**src/rtl/pll_mon_pkg.sv**
```systemverilog
// Shared types and defaults for the PLL lock monitor and related reset logic.
package pll_mon_pkg;

  typedef enum logic [1:0] {
    WAIT_LOCK = 2'd0,
    STABLE    = 2'd1,
    RUN       = 2'd2
  } pll_state_e;

  localparam int unsigned DEF_SYNC_STAGES   = 2;
  localparam int unsigned DEF_STABLE_CYCLES = 1024;
  localparam int unsigned DEF_CNT_W         = 8;

  // Counter width able to hold 0..n-1, never narrower than one bit.
  function automatic int unsigned cnt_width(input int unsigned n);
    return (n > 1) ? $clog2(n) : 1;
  endfunction

endpackage

```
**src/rtl/sync_ff.sv**
```systemverilog
// N-stage single-bit synchronizer for asynchronous level inputs.
module sync_ff #(
  parameter int unsigned STAGES = 2
) (
  input  logic clk,
  input  logic rst_n,
  input  logic d,
  output logic q
);

  logic [STAGES-1:0] sync_q;
  logic [STAGES-1:0] sync_d;

  always_comb begin
    sync_d = {sync_q[STAGES-2:0], d};
  end

  always_ff @(posedge clk or negedge rst_n) begin
    if (!rst_n) begin
      sync_q <= '0;
    end else begin
      sync_q <= sync_d;
    end
  end

  assign q = sync_q[STAGES-1];

endmodule

```
**src/rtl/pll_lock_monitor.sv**
```systemverilog
// Qualifies PLL lock over a stable window before releasing the system reset,
// and records lock-loss events seen while running.
module pll_lock_monitor
  import pll_mon_pkg::*;
#(
  parameter int unsigned SYNC_STAGES   = DEF_SYNC_STAGES,
  parameter int unsigned STABLE_CYCLES = DEF_STABLE_CYCLES,
  parameter int unsigned CNT_W         = DEF_CNT_W
) (
  input  logic             clk,
  input  logic             resetn,
  input  logic             locked,
  input  logic             lost_clr,
  output logic             sys_resetn,
  output logic [1:0]       state,
  output logic [CNT_W-1:0] lost_cnt,
  output logic             lost_sticky
);

  localparam int unsigned      STB_W    = cnt_width(STABLE_CYCLES);
  localparam logic [STB_W-1:0] STB_LAST = STB_W'(STABLE_CYCLES - 1);
  localparam logic [CNT_W-1:0] CNT_MAX  = '1;

  logic             lk_s;
  pll_state_e       state_q, state_d;
  logic [STB_W-1:0] stb_cnt_q, stb_cnt_d;
  logic             sys_resetn_q, sys_resetn_d;
  logic [CNT_W-1:0] lost_cnt_q, lost_cnt_d;
  logic             lost_sticky_q, lost_sticky_d;
  logic [CNT_W-1:0] lost_base;

  sync_ff #(
    .STAGES (SYNC_STAGES)
  ) u_lock_sync (
    .clk   (clk),
    .rst_n (resetn),
    .d     (locked),
    .q     (lk_s)
  );

  // Next-state, qualification counter and loss bookkeeping.
  always_comb begin
    state_d       = state_q;
    stb_cnt_d     = stb_cnt_q;
    sys_resetn_d  = 1'b0;
    lost_base     = lost_clr ? '0 : lost_cnt_q;
    lost_cnt_d    = lost_base;
    lost_sticky_d = lost_clr ? 1'b0 : lost_sticky_q;

    case (state_q)
      WAIT_LOCK: begin
        stb_cnt_d = '0;
        if (lk_s) begin
          state_d = STABLE;
        end
      end
      STABLE: begin
        if (!lk_s) begin
          state_d   = WAIT_LOCK;
          stb_cnt_d = '0;
        end else if (stb_cnt_q == STB_LAST) begin
          state_d      = RUN;
          stb_cnt_d    = '0;
          sys_resetn_d = 1'b1;
        end else begin
          stb_cnt_d = stb_cnt_q + 1'b1;
        end
      end
      RUN: begin
        if (lk_s) begin
          sys_resetn_d = 1'b1;
        end else begin
          // A loss event takes priority over a coincident clear.
          state_d       = WAIT_LOCK;
          lost_sticky_d = 1'b1;
          lost_cnt_d    = (lost_base == CNT_MAX) ? lost_base : lost_base + 1'b1;
        end
      end
      default: begin
        state_d   = WAIT_LOCK;
        stb_cnt_d = '0;
      end
    endcase
  end

  always_ff @(posedge clk or negedge resetn) begin
    if (!resetn) begin
      state_q       <= WAIT_LOCK;
      stb_cnt_q     <= '0;
      sys_resetn_q  <= 1'b0;
      lost_cnt_q    <= '0;
      lost_sticky_q <= 1'b0;
    end else begin
      state_q       <= state_d;
      stb_cnt_q     <= stb_cnt_d;
      sys_resetn_q  <= sys_resetn_d;
      lost_cnt_q    <= lost_cnt_d;
      lost_sticky_q <= lost_sticky_d;
    end
  end

  assign sys_resetn  = sys_resetn_q;
  assign state       = state_q;
  assign lost_cnt    = lost_cnt_q;
  assign lost_sticky = lost_sticky_q;

endmodule

```
**config.mk**
```make
export PLATFORM = sky130hd
export DESIGN_NAME = pll_lock_monitor
export DESIGN_NICKNAME = d
export VERILOG_FILES = /design/src/rtl/pll_mon_pkg.sv /design/src/rtl/sync_ff.sv /design/src/rtl/pll_lock_monitor.sv
export SDC_FILE = /design/constraint.sdc
export NUM_CORES = 1
export LEC_CHECK = 0
export CELL_PAD_IN_SITES_DETAIL_PLACEMENT = 0
export CELL_PAD_IN_SITES_GLOBAL_PLACEMENT = 1
export CORE_UTILIZATION = 41
export CTS_CLUSTER_SIZE = 24
export DETAILED_ROUTE_END_ITERATION = 8
export PLACE_DENSITY = 0.74
export SLEW_MARGIN = 20
export SYNTH_ARGS = -nofsm -noshare
export SYNTH_HDL_FRONTEND = slang
export SYNTH_SLANG_ARGS = --single-unit
export TNS_END_PERCENT = 5
```
**constraint.sdc**
```tcl
create_clock -name clk -period 2.2 [get_ports clk]
set_clock_uncertainty 0.2 [all_clocks]
set_input_delay 0.22 -clock clk [delete_from_list [all_inputs] [get_ports clk]]
set_output_delay 0.22 -clock clk [all_outputs]
set_load 0.02 [all_outputs]
```
==> results.yml <==
outcome:
  outcome: "finished, final reports clean"
grt:
  overflow: 0
  grt_start_max_net_pins: 25
  grt_pass1_vias: 913
  grt_pass1_wl_mm: 4.16
  antenna_found_initial: 0
  grtUsageTotal_pct: 16.7
timing:
  fin_crit_ns: 1.99
  setup-tns-final_ns: 0
  tightest_slew_ns: 0.441
  report.final.slew_viol_count: 0
  post-route-period-util_pct: 90.3
  fin_hold_ws_ns: 0.0446
  rsz0062_at_grt: "false"
  hold_viol_final: 0
  setup_viol_count_final: 0
  relSlewSlack_pct: 70.5
  fmax_mhz: 503
clock_network:
  numClockSinks: 24
  cts.hold.buffers_added: 0
  clock_path_buffers: 2
  cts_setup_buffers: 0
  tritoncts: "yes"
  cts_resized: 0
  root_buffer: "clkbuf_4"
  numCtsBuffers: 3
  cts.clk_slew.worst_paths_ns: 0.14
  h-tree-depth: 1
  clk_latency_ns: 0.32
die:
  initial_core_util_pct: 43.5
  dieArea_mm2: 0.00314
  chipHeight_um: 56.1
  std_cell_rows: 19
  die_w_um: 56.1
  core_mm2: 0.00276
  pin_count: 16
placed_design:
  gp_congestion: 0.788
  io_buffer_count: 15
  place_hpwl_mm: 1.67
  placed_cell_area_mm2: 0.00141
synthesis:
  synth-warning-count: 0
  ys_seq_elements: 24
  synth_edf_count: 0
  synth_top_flop_cell: "dfrtp_1"
  synth_area_leader_cell: "dfrtp_1"
  synthesis.area_mm2: 0.00120
  ys_async_sr_fraction_pct: 100
  synth_cells: 120
  synth_nets: 128
  synth_area_leaders: "dfrtp_1, nor2_1, ha_1, nand2_1, nand4_1"
  synth_common_cells: "dfrtp_1, nor2_1, nand2_1"
  synth_cell_types: 32
  syn_area_per_cell_um2: 9.99
  ys_seq_area_share_pct: 50.1
  synth_top_area_share_pct: 50.1
  synth.most_common_cell: "dfrtp_1"
route:
  vias: 955
  wl_per_cell_um: 14.0
  drt_wl_total_mm: 2.43
  drcViolationCount: 0
  drt_iter0_markers: 34
  dr.pass1.iters: 4
  vias_per_cell: 5.52
  ant_nets: 0
critical_path:
  crit_type: "reg2reg"
  worstPathRequired_ns: 2.21
  cp-start-kind: "register"
  end_kind: "register"
  r2r_end: "lost_cnt[5]"
  worstReg2RegStart: "state[0]"
  reg2reg_depth: 6
  cp_max_fo: 12
  reg2reg_slack_ns: 0.21
  critical_path_arrival_ns: 2.00
power_and_ir_drop:
  vdd_ir_drop_max_uv: 490
  power_density_mw_per_mm2: 670
  design_power_total_mw: 0.982
  p_leak_nw: 0.641
cells_and_area:
  design_area_mm2: 0.00147
  diodes: 0
  area_delta_synth_final_pct: 22.3
  nets: 151
  finish.utilization_pct: 53.2
  drive_gt1_share_pct: 9.86
job:
  drv_cap: 0
worst_hold_path:
  hp-class: "in2async"
-- worst max-delay path, stage by stage (launching register included) --
cell and delay, ns:
dfrtp_1 0.43, inv_1 0.12, ha_1 0.37, and4b_1 0.27, and4_4 0.27, nor2b_4 0.16, a211oi_2 0.07
-- state kept, by name, summed over array words and instances (netlist names) --
register / cells
state: 2
u_lock_sync.sync_q: 2
lost_cnt: 8
sys_resetn: 1
lost_sticky: 1
stb_cnt_q: 10
-- cell usage in the layout, fill, tap and decap left out, drive strengths merged, types with 5 or more instances in the layout --
cell type      netlist  final
a21oi                7      7
a31oi                5      5
buf                  1      6
clkdlybuf4s50        0     15
dfrtp               24     24
inv                  5      5
nand2               11     11
nand4                6      6
nor2                15     15
o21ai                6      6
-- layer usage --
layer  wire [um]  share of wire, %  global-route usage [%]
met1        1180                49                    20.8
met3          85               3.5                    5.35
met5           0                 0                       0
met2        1140                47                    27.9
met4          18              0.74                    4.53
-- logic make-up (layout without fill, tap and decap cells) --
kind of cell    Yosys count  count (layout)  share of synthesized area (%)
compound gates           26              26                           13.9
flops                    24              24                           50.1
simple gates             52              52                           24.3
buf+inv                   8              30                           3.13
xor+xnor                  6               6                           4.38
fa+ha+maj                 4               4                           4.18
-- cell type report --
cell class / instances / area (um^2)
clock buffer: 3 / 22.5
clock inverter: 1 / 30.0
fill: 259 / 1290
inverter: 5 / 18.8
multi-input combinational: 88 / 561
sequential: 24 / 601
tap: 31 / 38.8
timing repair buffer: 21 / 195
-- metrics by stage --
step                      worst slack [ns]  instances
final                                0.213        173
after floorplan                      0.253        120
after CTS                            0.227        173
after detailed placement             0.249        169
after global placement               0.293        169
after global routing                0.0673        173
-- power by group --
part | leakage (nW) | internal (mW) | switching, mW | total, mW
Combinational | 0.285 | 0.0767 | 0.102 | 0.179
Sequential | 0.328 | 0.460 | 0.0176 | 0.478
Clock | 0.0279 | 0.184 | 0.142 | 0.326
-- how the worst max path moves through the flow --
stage              from          end  slack [ns]  cells after the start
2_1_floorplan  state[0]  lost_cnt[5]        0.25                      7
3_3_place_gp   state[0]  lost_cnt[5]        0.29                      6
3_5_place_dp   state[0]  lost_cnt[5]        0.25                      6
4_1_cts        state[0]  lost_cnt[5]        0.23                      6
5_1_grt        state[0]  lost_cnt[6]        0.07                      6
6_report       state[0]  lost_cnt[5]        0.21                      6
No activity file was read; power rests on OpenSTA's default activity.
